## src/rtl/gemm_pkg.sv

```systemverilog
`default_nettype none
// ============================================================================
//  Module   : gemm_pkg
//  Purpose  : Shared constants and types for the GEMM operand loader slice.
//             Tile geometry, tag width and default latency/credit depth.
//  Revision : 1.0  initial release
// ============================================================================
package gemm_pkg;

  localparam int ELEM_W          = 32;  // operand element width
  localparam int DIM             = 2;   // tile is DIM x DIM
  localparam int TILE_ELEMS      = 8;   // A then B elements per issued tile
  localparam int TAG_W           = 8;   // tile sequence number width
  localparam int LAT             = 6;   // default downstream GEMM latency
  localparam int MAX_OUT_DEFAULT = 6;   // default outstanding-tile limit

  localparam int TILE_W = DIM * DIM * ELEM_W;     // one packed operand tile
  localparam int BEAT_W = $clog2(TILE_ELEMS);     // beat counter width
  localparam int OUT_W  = 4;                      // holds 0..15 outstanding

  typedef logic [BEAT_W-1:0] beat_t;

  localparam beat_t BEAT_LAST = beat_t'(TILE_ELEMS - 1);

endpackage
`default_nettype wire

```

## src/rtl/gemm_valid_delay.sv

```systemverilog
`default_nettype none
// ============================================================================
//  Module   : gemm_valid_delay
//  Purpose  : LAT-stage shift register carrying a valid flag and its tag.
//             out_valid/out_tag reproduce in_valid/in_tag exactly LAT cycles
//             later; a synchronous reset flushes every stage.
//  Ports    : clk, rst           - clock, synchronous active-high reset
//             in_valid, in_tag   - flag/tag entering the pipe
//             out_valid, out_tag - flag/tag leaving the pipe
//  Revision : 1.0  initial release
// ============================================================================
module gemm_valid_delay #(
  parameter int LAT   = 6,   // must be >= 1
  parameter int TAG_W = 8
) (
  input  logic             clk,
  input  logic             rst,
  input  logic             in_valid,
  input  logic [TAG_W-1:0] in_tag,
  output logic             out_valid,
  output logic [TAG_W-1:0] out_tag
);

  logic [LAT-1:0]   r_valid;
  logic [TAG_W-1:0] r_tag [LAT];

  always_ff @(posedge clk) begin
    if (rst) begin
      r_valid <= '0;
      for (int s = 0; s < LAT; s++) begin
        r_tag[s] <= '0;
      end
    end else begin
      r_valid[0] <= in_valid;
      r_tag[0]   <= in_tag;
      for (int s = 1; s < LAT; s++) begin
        r_valid[s] <= r_valid[s-1];
        r_tag[s]   <= r_tag[s-1];
      end
    end
  end

  assign out_valid = r_valid[LAT-1];
  assign out_tag   = r_tag[LAT-1];

endmodule
`default_nettype wire

```

## src/rtl/gemm_operand_loader.sv

```systemverilog
`default_nettype none
// ============================================================================
//  Module   : gemm_operand_loader
//  Purpose  : Collects an 8-element stream (A00,A01,A10,A11,B00,B01,B10,B11)
//             into 2x2 A/B tiles, issues each tile with a one-cycle
//             tile_valid pulse and an 8-bit sequence tag, limits the number
//             of uncredited tiles, and predicts when the GEMM result appears.
//  Ports    : clk, rst              - clock, synchronous active-high reset
//             in_data/in_valid/in_ready - element stream handshake
//             a, b                  - packed tiles, elem [i][j] at 32*(2i+j)
//             tile_valid, tile_id   - issue pulse and its sequence number
//             res_credit            - consumer drained one result
//             res_valid, res_tag    - GEMM result flag and its tile_id
//             err_credit            - sticky: credit with nothing outstanding
//  Revision : 1.0  initial release
// ============================================================================
module gemm_operand_loader
  import gemm_pkg::*;
#(
  parameter int LAT     = gemm_pkg::LAT,
  parameter int MAX_OUT = MAX_OUT_DEFAULT   // 1..15
) (
  input  logic              clk,
  input  logic              rst,
  input  logic [ELEM_W-1:0] in_data,
  input  logic              in_valid,
  output logic              in_ready,
  output logic [TILE_W-1:0] a,
  output logic [TILE_W-1:0] b,
  output logic              tile_valid,
  output logic [TAG_W-1:0]  tile_id,
  input  logic              res_credit,
  output logic              res_valid,
  output logic [TAG_W-1:0]  res_tag,
  output logic              err_credit
);

  localparam logic [OUT_W-1:0] c_max_out = OUT_W'(MAX_OUT);
  localparam int               c_half    = DIM * DIM;   // elements per operand

  beat_t             r_beat;
  logic [ELEM_W-1:0] r_stage [TILE_ELEMS-1];
  logic [OUT_W-1:0]  r_outstanding;
  logic [TAG_W-1:0]  r_next_id;

  logic w_last;
  logic w_accept;
  logic w_issue;
  logic w_credit_ok;
  logic w_credit_err;

  // Only the completing beat is held back by the credit limit, so a tile can
  // be staged while the consumer catches up.
  assign w_last       = (r_beat == BEAT_LAST);
  assign in_ready     = !rst && (!w_last || (r_outstanding < c_max_out));
  assign w_accept     = in_valid && in_ready;
  assign w_issue      = w_accept && w_last;
  assign w_credit_ok  = res_credit && (r_outstanding != '0);
  assign w_credit_err = res_credit && (r_outstanding == '0);

  // Staging for beats 0..6. No reset needed: every entry is rewritten before
  // the next issue, and w_accept is low while rst is high.
  always_ff @(posedge clk) begin
    for (int k = 0; k < TILE_ELEMS - 1; k++) begin
      if (w_accept && (r_beat == beat_t'(k))) begin
        r_stage[k] <= in_data;
      end
    end
  end

  always_ff @(posedge clk) begin
    if (rst) begin
      r_beat        <= '0;
      a             <= '0;
      b             <= '0;
      tile_valid    <= 1'b0;
      tile_id       <= '0;
      r_next_id     <= '0;
      r_outstanding <= '0;
      err_credit    <= 1'b0;
    end else begin
      tile_valid <= w_issue;

      // Beat counter wraps 7 -> 0 on issue, so beat 0 of the next tile can be
      // accepted in the issue cycle.
      if (w_accept) begin
        r_beat <= r_beat + 1'b1;
      end

      // Beat 7 bypasses staging straight into the top B element.
      if (w_issue) begin
        for (int e = 0; e < c_half; e++) begin
          a[ELEM_W*e +: ELEM_W] <= r_stage[e];
          if (e == c_half - 1) begin
            b[ELEM_W*e +: ELEM_W] <= in_data;
          end else begin
            b[ELEM_W*e +: ELEM_W] <= r_stage[c_half + e];
          end
        end
        tile_id   <= r_next_id;
        r_next_id <= r_next_id + 1'b1;
      end

      // A credit with nothing outstanding is dropped (never underflows).
      if (w_issue && !w_credit_ok) begin
        r_outstanding <= r_outstanding + 1'b1;
      end else if (!w_issue && w_credit_ok) begin
        r_outstanding <= r_outstanding - 1'b1;
      end

      if (w_credit_err) begin
        err_credit <= 1'b1;
      end
    end
  end

  // tile_valid is registered, so LAT stages after it give result timing.
  gemm_valid_delay #(
    .LAT   (LAT),
    .TAG_W (TAG_W)
  ) u_res_delay (
    .clk       (clk),
    .rst       (rst),
    .in_valid  (tile_valid),
    .in_tag    (tile_id),
    .out_valid (res_valid),
    .out_tag   (res_tag)
  );

endmodule
`default_nettype wire

```

## config.mk

```make
export PLATFORM = sky130hd
export DESIGN_NAME = gemm_operand_loader
export DESIGN_NICKNAME = d
export VERILOG_FILES = /design/src/rtl/gemm_pkg.sv /design/src/rtl/gemm_valid_delay.sv /design/src/rtl/gemm_operand_loader.sv
export SDC_FILE = /design/constraint.sdc
export NUM_CORES = 1
export LEC_CHECK = 0
export BUFFER_PORTS_ARGS = -buffer_cell sky130_fd_sc_hd__buf_2
export CAP_MARGIN = 20
export CORE_ASPECT_RATIO = 1.25
export CORE_MARGIN = 4
export CORE_UTILIZATION = 52
export CTS_BUF_LIST = sky130_fd_sc_hd__clkbuf_4
export DETAILED_ROUTE_END_ITERATION = 16
export PLACE_DENSITY = 0.88
export REMOVE_ABC_BUFFERS = 1
export SLEW_MARGIN = 15
export SYNTH_ARGS = -nofsm -noshare
export SYNTH_HDL_FRONTEND = slang
export SYNTH_SLANG_ARGS = --single-unit
```

## constraint.sdc

```tcl
create_clock -name clk -period 2.6 [get_ports clk]
set_input_delay 0.13 -clock clk [delete_from_list [all_inputs] [get_ports clk]]
set_output_delay 0.13 -clock clk [all_outputs]
set_load 0.05 [all_outputs]
```

==> tab_implementation.tex, run 1 <==
\begin{tabular}{lr}
\hline
Metric & Value \\
\hline
\multicolumn{2}{l}{\textbf{Routing}} \\
\quad Routed met1 length & 16270 um \\
\quad Top routing layer in use & met4 \\
\quad Routed wire length on met2 & 23630 um \\
\quad Met3 WL post-DR & 2918 um \\
\quad Sum of routed wire length over all layers & 45430 um \\
\quad Routed via count & 13350 \\
\quad Wirelength per Cell & 17.70 um \\
\quad Iteration count of the initial detailed-routing pass & 5 \\
\quad 1st-iter DRT viols & 1123 \\
\quad Vias per Instance & 5.200 \\
\quad Antenna Violating Nets Remaining & 0 \\
\quad Remaining design rule violation count & 0 \\
\multicolumn{2}{l}{\textbf{Floorplanning}} \\
\quad Row count & 76 \\
\quad Floorplan die width & 174.9 um \\
\quad Die H & 216.7 um \\
\quad Total Die Area & 37910 um\^{}2 \\
\quad Area of the core & 34420 um\^{}2 \\
\quad Starting utilization of the core area & 0.5263 \\
\quad Number of top-level pins & 312 \\
\multicolumn{2}{l}{\textbf{GRT}} \\
\quad Overall Global Routing Usage & 0.2358 \\
\quad Antenna violations before repair & 1 \\
\quad First-pass GRT wire length & 70500 um \\
\quad Total congestion overflow after global routing & 0 \\
\quad Maximum number of pins on one net before global-route repair & 267 \\
\quad Via count of the first global-routing pass & 13550 \\
\multicolumn{2}{l}{\textbf{Setup path}} \\
\quad Arr. time, crit path & 3.23 ns \\
\quad CP Data Required Time & 3.30 ns \\
\quad CP most frequent cell & ha\_4 \\
\quad Endpoint of the most critical register-to-register path & r\_outstanding[3] \\
\quad Biggest cell delay along the critical path & 0.36 ns \\
\quad Startpoint class of the critical path & register \\
\quad Type of the setup path with the least slack & reg -> reg \\
\quad Worst reg2reg startpoint & r\_beat[1] \\
\quad Worst-case reg-to-reg path depth & 13 \\
\quad Register-to-register setup slack & 0.07 ns \\
\quad Endpoint of the worst setup timing path & r\_outstanding[3] \\
\quad Setup crit start & r\_beat[1] \\
\quad Critical-path cell with the highest stage delay & dfxtp\_2 \\
\quad Kind of end point of the critical path & register \\
\quad Worst-path cell chain & ha\_4, ha\_2, and3b\_2, nand2\_8, inv\_8, ha\_4, inv\_2, buf\_4, ha\_1, nand3\_1, a211oi\_1, a31oi\_1, mux2\_2 \\
\quad Biggest fanout along the worst timing path & 3 \\
\multicolumn{2}{l}{\textbf{Finish}} \\
\quad Layout net count & 2041 \\
\quad Share of the core filled with cells in the final layout & 0.6519 \\
\quad Share of layout cells above drive strength 1 & 0.2750 \\
\quad Relative area change from synthesis to final layout & 23.86\% \\
\multicolumn{2}{l}{\textbf{Timing}} \\
\quad Final setup viols & 0 \\
\quad Achievable Freq & 394.9 MHz \\
\quad Slew @ Worst Pin & 1.184 ns \\
\quad Worst Hold Slack & 0.1341 ns \\
\quad Clock period minus worst slack & 2.532 ns \\
\quad Final count of hold timing violations & 0 \\
\quad Post-route clock skew & 0.05427 ns \\
\quad Slew Viols, Final & 0 \\
\quad Headroom to the max-slew limit & 0.2110 \\
\quad Fraction of the cycle the final worst path needs & 0.9739 \\
\multicolumn{2}{l}{\textbf{Synth}} \\
\quad Area share of xor/xnor cells in the synthesized design & 0.004351 \\
\quad Syn Inst Count & 1585 \\
\quad Post-synth top area share & 0.3713 \\
\quad Cell taking the most area after synthesis & edfxtp\_1 \\
\quad Simple-gate share of the synthesized area & 0.1405 \\
\quad Seq/Total Area, Yosys & 0.7415 \\
\quad Multiplexer share of the synthesized area & 0.002417 \\
\quad Synthesized flop and latch total & 559 \\
\quad Flip-flop cell with the highest count after synthesis & dfxtp\_1 \\
\quad Average instance area after synthesis & 11.43 um\^{}2 \\
\quad Cell types with the largest area share after synthesis & edfxtp\_1 37\%, dfxtp\_1 37\%, nand2\_1 11\%, a21oi\_1 7.4\%, nor2b\_1 1.9\% \\
\quad Yosys Warn Count & 0 \\
\quad Async SR Flop Fraction & 0 \\
\quad Compound-cell area share of the yosys netlist & 0.07680 \\
\quad Largest family of logic cells by synthesized area & simple AND/OR/NAND/NOR gates \\
\quad Synthesized-area fraction occupied by adder cells & 0.008012 \\
\quad Synth cell types & 37 \\
\quad Synth Cell Area & 18120 um\^{}2 \\
\quad Number of enable-type register cells in the synthesized netlist & 224 \\
\multicolumn{2}{l}{\textbf{CTS}} \\
\quad Depth of the CTS H-tree & 4 \\
\quad Root buf cell & clkbuf\_4 \\
\quad Register clock-pin slew on the reported worst setup and hold paths & 0.08 ns \\
\quad Clock sink total & 559 \\
\quad Clk buf depth & 3 \\
\quad CTS tree & built \\
\quad Clock latency of the later-clocked register in the worst-skew pair & 0.81 ns \\
\quad Cts bufs inserted & 130 \\
\multicolumn{2}{l}{\textbf{Placed design}} \\
\quad Buffers added on ports & 311 \\
\quad Hpwl dp & 25700 um \\
\quad Final GP Congestion & 0.7687 \\
\multicolumn{2}{l}{\textbf{Worst hold path}} \\
\quad Type of the most critical hold path & in -> reg \\
\quad Min-Delay Startpoint & in\_data[12] \\
\multicolumn{2}{l}{\textbf{Power}} \\
\quad Leakage power of the design & 8.718 nW \\
\quad Max rail drop VDD & 0.0004966 V \\
\quad Total power density per cell area & 777.1 nW/um\^{}2 \\
\quad Power Total & 17.44 mW \\
\multicolumn{2}{l}{\textbf{Run}} \\
\quad Max cap viols & 0 \\
\multicolumn{2}{l}{\textbf{Run status}} \\
\quad Outcome & completed \\
\hline
\end{tabular}
registers in the layout, summed over array words and instances, names as in the netlist, 4 cells and up:
| name | cells |
|---|---|
| a | 128 |
| b | 128 |
| r_next_id | 8 |
| r_outstanding | 4 |
| r_stage | 224 |
| tile_id | 8 |
| u_res_delay.r_tag | 48 |
| u_res_delay.r_valid | 6 |
critical path, delay by kind of cell (launching register included):
family	cells	cell delay, ns
AOI/OAI and AO/OA	2	0.25
adders and majority gates	4	0.74
buffers and inverters	3	0.28
DFF	1	0.36
and+or+nand+nor	3	0.43
muxes	1	0.36
area by class of cell:
type,count,area (um^2)
Antenna cell,1,2.502
Sequential cell,559,13440
Multi-Input combinational cell,923,4273
Fill cell,2401,11980
Tap cell,468,585.6
Inverter,6,30.03
Clock inverter,35,311.5
Timing Repair Buffer,374,2292
Clock buffer,201,1509
Yosys cell counts (4+ instances only):
master,count
inv_1,5
buf_4,7
ha_1,10
clkbuf_1,36
nor2b_1,56
a21oi_1,268
dfxtp_1,335
nand2_1,530
and3_1,5
buf_2,52
xor2_1,4
nor2_1,15
xnor2_1,5
edfxtp_1,224
worst min-delay path by stage:
stage,end,cells after the start,slack (ns)
floorplan,a[0],1,0.20
global placement,r_stage[3][2],1,0.41
detailed placement,r_stage[3][3],1,0.41
CTS,r_stage[6][4],2,0.02
global route,r_stage[5][3],2,0.05
finish,r_stage[3][12],2,0.13
power breakdown:
group          switching [mW]  internal (mW)
Sequential             0.0757           9.21
Clock                    3.34           4.13
Combinational           0.417          0.266
layout by cell type (no fill, tap or decap), types with 5 or more instances in the layout:
cell,synthesis,layout
nand2_1,530,530
xnor2_1,5,5
and3_2,0,5
a21oi_1,268,267
dlygate4sd3_1,0,35
nor2b_1,56,56
nor2_1,15,15
clkinv_1,0,20
buf_12,0,10
ha_1,10,6
clkbuf_4,0,201
buf_2,52,310
buf_4,7,16
bufinv_16,0,6
dfxtp_1,335,333
edfxtp_1,224,224
kinds of logic (layout without fill, tap and decap cells):
group,after synthesis,count (layout)
mux,4,4
fa+ha+maj,11,11
simple gates,624,624
compound gates,275,275
other cells,0,1
buf+inv,103,616
xor+xnor,9,9
flops,559,559
repair_timing:
item,in CTS,in global routing
hold buffers,35,0
buffers inserted,0,0
pin swaps,1,1
resized for setup,5,8
setup endpoints to repair,1,78
endpoints found under the hold margin,419,0
stage by stage:
| step | setup WS, ns | cells | TNS, ns | instance area [um^2] |
|---|---|---|---|---|
| finish | 0.06797 | 2567 | 0 | 22440 |
| CTS | 0.01887 | 2566 | 0 | 22390 |
| floorplan | -5.299 | 1488 | -1046.40 | 17660 |
| detailed placement | -0.1064 | 2295 | -0.1064 | 20200 |
| global placement | 0.009354 | 2295 | 0 | 20200 |
| global route | -0.01173 | 2567 | -0.01180 | 22440 |
metal layers:
metal,vias up,track usage
li1,6194,-
met1,6321,0.2557
met5,-,0
met3,171,0.05670
met4,0,0.1645
met2,663,0.4060
(Power assumes the default switching activity.)
==> run 2: changes to the inputs <==
--- a/config.mk
+++ b/config.mk
@@ -5,6 +5,7 @@
 export SDC_FILE = /design/constraint.sdc
 export NUM_CORES = 1
 export LEC_CHECK = 0
+export ABC_AREA = 1
 export BUFFER_PORTS_ARGS = -buffer_cell sky130_fd_sc_hd__buf_2
 export CAP_MARGIN = 20
 export CORE_ASPECT_RATIO = 1.25
@@ -17,4 +18,5 @@
 export SLEW_MARGIN = 15
 export SYNTH_ARGS = -nofsm -noshare
 export SYNTH_HDL_FRONTEND = slang
+export SYNTH_HIERARCHICAL = 1
 export SYNTH_SLANG_ARGS = --single-unit
==> run 2 against run 1 <==
Against the previous run: via count up 3.4%; power down 1.9%; critical path depth up 1; clock power down 4.0%; synthesized cell count up 7.2%; maximum frequency up 6.7%; critical endpoint unchanged.
==> tab_implementation.tex, run 2 <==
\begin{tabular}{lr}
\hline
Metric & Value \\
\hline
\multicolumn{2}{l}{\textbf{Run status}} \\
\quad Outcome & completed \\
\multicolumn{2}{l}{\textbf{GRT}} \\
\quad Global-route layer with the greatest usage & met2 \\
\quad Total congestion overflow after global routing & 0 (unchanged) \\
\quad Via count of the first global-routing pass & 13740 (+1.4\%) \\
\quad Overall Global Routing Usage & 0.2370 (+0.001162) \\
\quad Met3 Track Usage GR & 0.05484 (-0.001855) \\
\quad Met2 GRT Util & 0.4172 (+0.01115) \\
\quad First-pass GRT wire length & 71990 um (+2.1\%) \\
\quad Antenna violations before repair & 2 (+1) \\
\quad Met1 usage & 0.2644 (+0.008641) \\
\quad Maximum number of pins on one net before global-route repair & 275 (+3.0\%) \\
\multicolumn{2}{l}{\textbf{Routing}} \\
\quad Remaining design rule violation count & 0 (unchanged) \\
\quad Routed via count & 13800 (+3.4\%) \\
\quad 1st-iter DRT viols & 1270 (+13\%) \\
\quad Wirelength per Cell & 17.89 um (+1.1\%) \\
\quad Vias per Instance & 5.168 (-0.62\%) \\
\quad Antenna Violating Nets Remaining & 0 (unchanged) \\
\quad Iteration count of the initial detailed-routing pass & 7 (+2) \\
\quad Sum of routed wire length over all layers & 47760 um (+5.1\%) \\
\multicolumn{2}{l}{\textbf{Timing}} \\
\quad Achievable Freq & 421.2 MHz (+6.7\%) \\
\quad Slew Viols, Final & 0 (unchanged) \\
\quad Final setup viols & 0 (unchanged) \\
\quad Fraction of the cycle the final worst path needs & 0.9131 (-0.06078) \\
\quad Clock period minus worst slack & 2.374 ns (-0.1580 ns) \\
\quad Slew @ Worst Pin & 1.048 ns (-0.1351 ns) \\
\quad Headroom to the max-slew limit & 0.3010 (+0.09007) \\
\quad Post-route clock skew & 0.04551 ns (-0.008759 ns) \\
\quad Final count of hold timing violations & 0 (unchanged) \\
\quad Final Worst Setup Slack & 0.2260 ns (+0.1580 ns) \\
\quad Setup TNS Final & 0 ns (unchanged) \\
\quad RSZ-0062 raised after global routing & false \\
\multicolumn{2}{l}{\textbf{Floorplanning}} \\
\quad Starting utilization of the core area & 0.5307 (+0.004434) \\
\quad Number of top-level pins & 312 (unchanged) \\
\quad Floorplan die width & 176.3 um (+0.80\%) \\
\quad Area of the core & 34710 um\^{}2 (+0.83\%) \\
\quad Die H & 218.4 um (+0.81\%) \\
\quad Total Die Area & 38520 um\^{}2 (+1.6\%) \\
\quad Row count & 76 (unchanged) \\
\multicolumn{2}{l}{\textbf{Power}} \\
\quad Leakage power of the design & 8.749 nW (+0.35\%) \\
\quad Total power density per cell area & 758.6 nW/um\^{}2 (-2.4\%) \\
\quad Max rail drop VDD & 0.0005772 V (+16\%) \\
\multicolumn{2}{l}{\textbf{Synth}} \\
\quad Syn Inst Count & 1699 (+7.2\%) \\
\quad Post-synth top area share & 0.3652 (-0.006129) \\
\quad Number of enable-type register cells in the synthesized netlist & 224 (unchanged) \\
\quad Async SR Flop Fraction & 0 (unchanged) \\
\quad Synth cell types & 22 (-41\%) \\
\quad Flip-flop cell with the highest count after synthesis & dfxtp\_1 \\
\quad Yosys Warn Count & 102 (+102) \\
\quad Top-count cell post-synth & nand2\_1 \\
\quad Seq/Total Area, Yosys & 0.7292 (-0.01224) \\
\quad Cell types with the largest area share after synthesis & edfxtp\_1 37\%, dfxtp\_1 36\%, nand2\_1 12\%, a21oi\_1 7.5\%, inv\_1 1.5\% \\
\quad Average instance area after synthesis & 10.84 um\^{}2 (-5.1\%) \\
\quad Post-synth top cells & 572 x nand2\_1, 335 x dfxtp\_1, 276 x a21oi\_1, 224 x edfxtp\_1, 74 x inv\_1 \\
\quad Synthesized flop and latch total & 559 (unchanged) \\
\quad Cell taking the most area after synthesis & edfxtp\_1 \\
\quad Synth Cell Area & 18420 um\^{}2 (+1.7\%) \\
\multicolumn{2}{l}{\textbf{Setup path}} \\
\quad Arr. time, crit path & 3.03 ns (-0.20 ns) \\
\quad Type of the setup path with the least slack & reg -> reg \\
\quad Biggest fanout along the worst timing path & 4 (+1) \\
\quad Kind of end point of the critical path & register \\
\quad Startpoint class of the critical path & register \\
\quad CP Data Required Time & 3.26 ns (-0.04 ns) \\
\quad Register-to-register setup slack & 0.23 ns (+0.16 ns) \\
\multicolumn{2}{l}{\textbf{CTS}} \\
\quad Register clock-pin slew on the reported worst setup and hold paths & 0.08 ns (about the same) \\
\quad Clock latency of the later-clocked register in the worst-skew pair & 0.86 ns (+0.05 ns) \\
\quad Clock sink total & 559 (unchanged) \\
\quad Clk buf depth & 3 (unchanged) \\
\quad Setup repair bufs after CTS & 0 (unchanged) \\
\quad CTS tree & built \\
\quad Root buf cell & clkbuf\_4 \\
\quad Cts bufs inserted & 121 (-6.9\%) \\
\quad Depth of the CTS H-tree & 3 (-1) \\
\multicolumn{2}{l}{\textbf{Finish}} \\
\quad Layout net count & 2141 (+4.9\%) \\
\quad Area of all sequential standard cells & 13430 um\^{}2 (about the same) \\
\quad Largest register FFs & 224 (unchanged) \\
\quad Top reg by flops & r\_stage \\
\quad Leading cell types in the layout, fill and taps excluded & 572 x nand2\_1, 335 x dfxtp\_1, 310 x buf\_2, 276 x a21oi\_1, 224 x edfxtp\_1 \\
\quad Top flop regs & r\_stage: 224 flops, a: 128 flops, b: 128 flops \\
\quad \# fillers & 2439 (+1.6\%) \\
\quad Commonest non-fill, non-tap cell in the layout & nand2\_1 \\
\quad Area of combinational cells with multiple inputs & 4172 um\^{}2 (-2.4\%) \\
\quad Relative area change from synthesis to final layout & 22.38\% \\
\quad Share of layout cells above drive strength 1 & 0.2536 (-0.02139) \\
\multicolumn{2}{l}{\textbf{Run}} \\
\quad Max cap viols & 0 (unchanged) \\
\multicolumn{2}{l}{\textbf{Worst hold path}} \\
\quad Type of the most critical hold path & in -> reg \\
\multicolumn{2}{l}{\textbf{Placed design}} \\
\quad Hpwl dp & 26060 um (+1.4\%) \\
\quad Pre-CTS worst setup slack & 0.1650 ns (+0.2714 ns) \\
\quad Final GP Congestion & 0.8185 (+6.5\%) \\
\quad Buffers added on ports & 311 (unchanged) \\
\hline
\end{tabular}
## run 2: cell types whose count changed after synthesis, moves of 4 or more
cell	previous run	this run
inv_1	5	74
buf_2	52	34
clkbuf_1	36	48
nor3_1	1	5
buf_6	0	15
nor2_1	15	71
a21oi_1	268	276
and3_1	5	0
nor2b_1	56	0
nand2_1	530	572
o21ai_0	1	5
nand3_1	3	7
## run 2: final cells by class
class | instances | area share
diodes | 2 | 0.0002220
clock buffers | 196 | 0.06527
clock inverters | 33 | 0.01160
inverters | 76 | 0.01299
multi-input cells | 958 | 0.1850
flip-flops and latches | 559 | 0.5959
well taps | 468 | 0.02598
repair buffers | 378 | 0.1030
## run 2: timing repair
item,CTS,global route
gates resized for setup,0,5
hold buffers,43,0
hold endpoints to repair,333,0
endpoints found under the setup margin,0,68
## run 2: final timing paths
check | cells past startpoint | from | to
max | 14 | r_beat[1] | r_outstanding[3]
min | 2 | in_data[0] | r_stage[3][0]
max reg2reg | 14 | r_beat[1] | r_outstanding[3]
min reg2reg | 2 | u_res_delay/r_tag[0][26] | u_res_delay/r_tag[0][34]
## run 2: report_power, final
part / internal, mW / switching [mW]
registers: 9.20 / 0.0714
logic: 0.216 / 0.436
clock network: 3.83 / 3.34
## run 2: worst max-delay path, cell delays in order, from the launching register on
cell and delay (ns):
dfxtp_1 0.39, ha_1 0.21, ha_2 0.24, nand4_4 0.17
inv_8 0.14, ha_2 0.21, inv_1 0.09, ha_2 0.37
nand2_1 0.06, nor2_1 0.09, nor2_1 0.05, nand2_1 0.05
nand2_1 0.04, nand2_1 0.05, a21oi_1 0.06
## run 2: logic make-up (layout without fill, tap and decap cells)
kind of cell,after synthesis,count (layout),share of synthesized area
adder cells (fa/ha/maj),11,11,0.007879
other,0,2,0
flip-flops,559,559,0.7292
AO/OA/AOI/OAI,281,281,0.07635
AND/OR/NAND/NOR,661,661,0.1368
buffers and inverters,182,683,0.04734
XOR/XNOR,5,5,0.002378
## run 2: metal layers
layer | vias to the layer above | part of all wire
met3 | 152 | 0.075
met4 | 0 | 0.047
met5 | - | 0
met2 | 699 | 0.52
met1 | 6522 | 0.36
li1 | 6426 | -
## run 2: per-stage QoR
step / power, mW / area [um^2] / hold WS [ns] / util / std cells
2_1_floorplan: 9.760 / 17830 / 0.1991 / - / 1593
4_1_cts: 17.20 / 22440 / 0.002354 / 0.6465 / 2665
3_5_place_dp: 10.06 / 20270 / 0.3920 / 0.5841 / 2393
3_3_place_gp: 10.03 / 20270 / 0.3905 / 0.5841 / 2393
6_report: 17.10 / 22540 / 0.1052 / 0.6495 / 2670
5_1_grt: 17.82 / 22540 / 0.05979 / 0.6495 / 2670
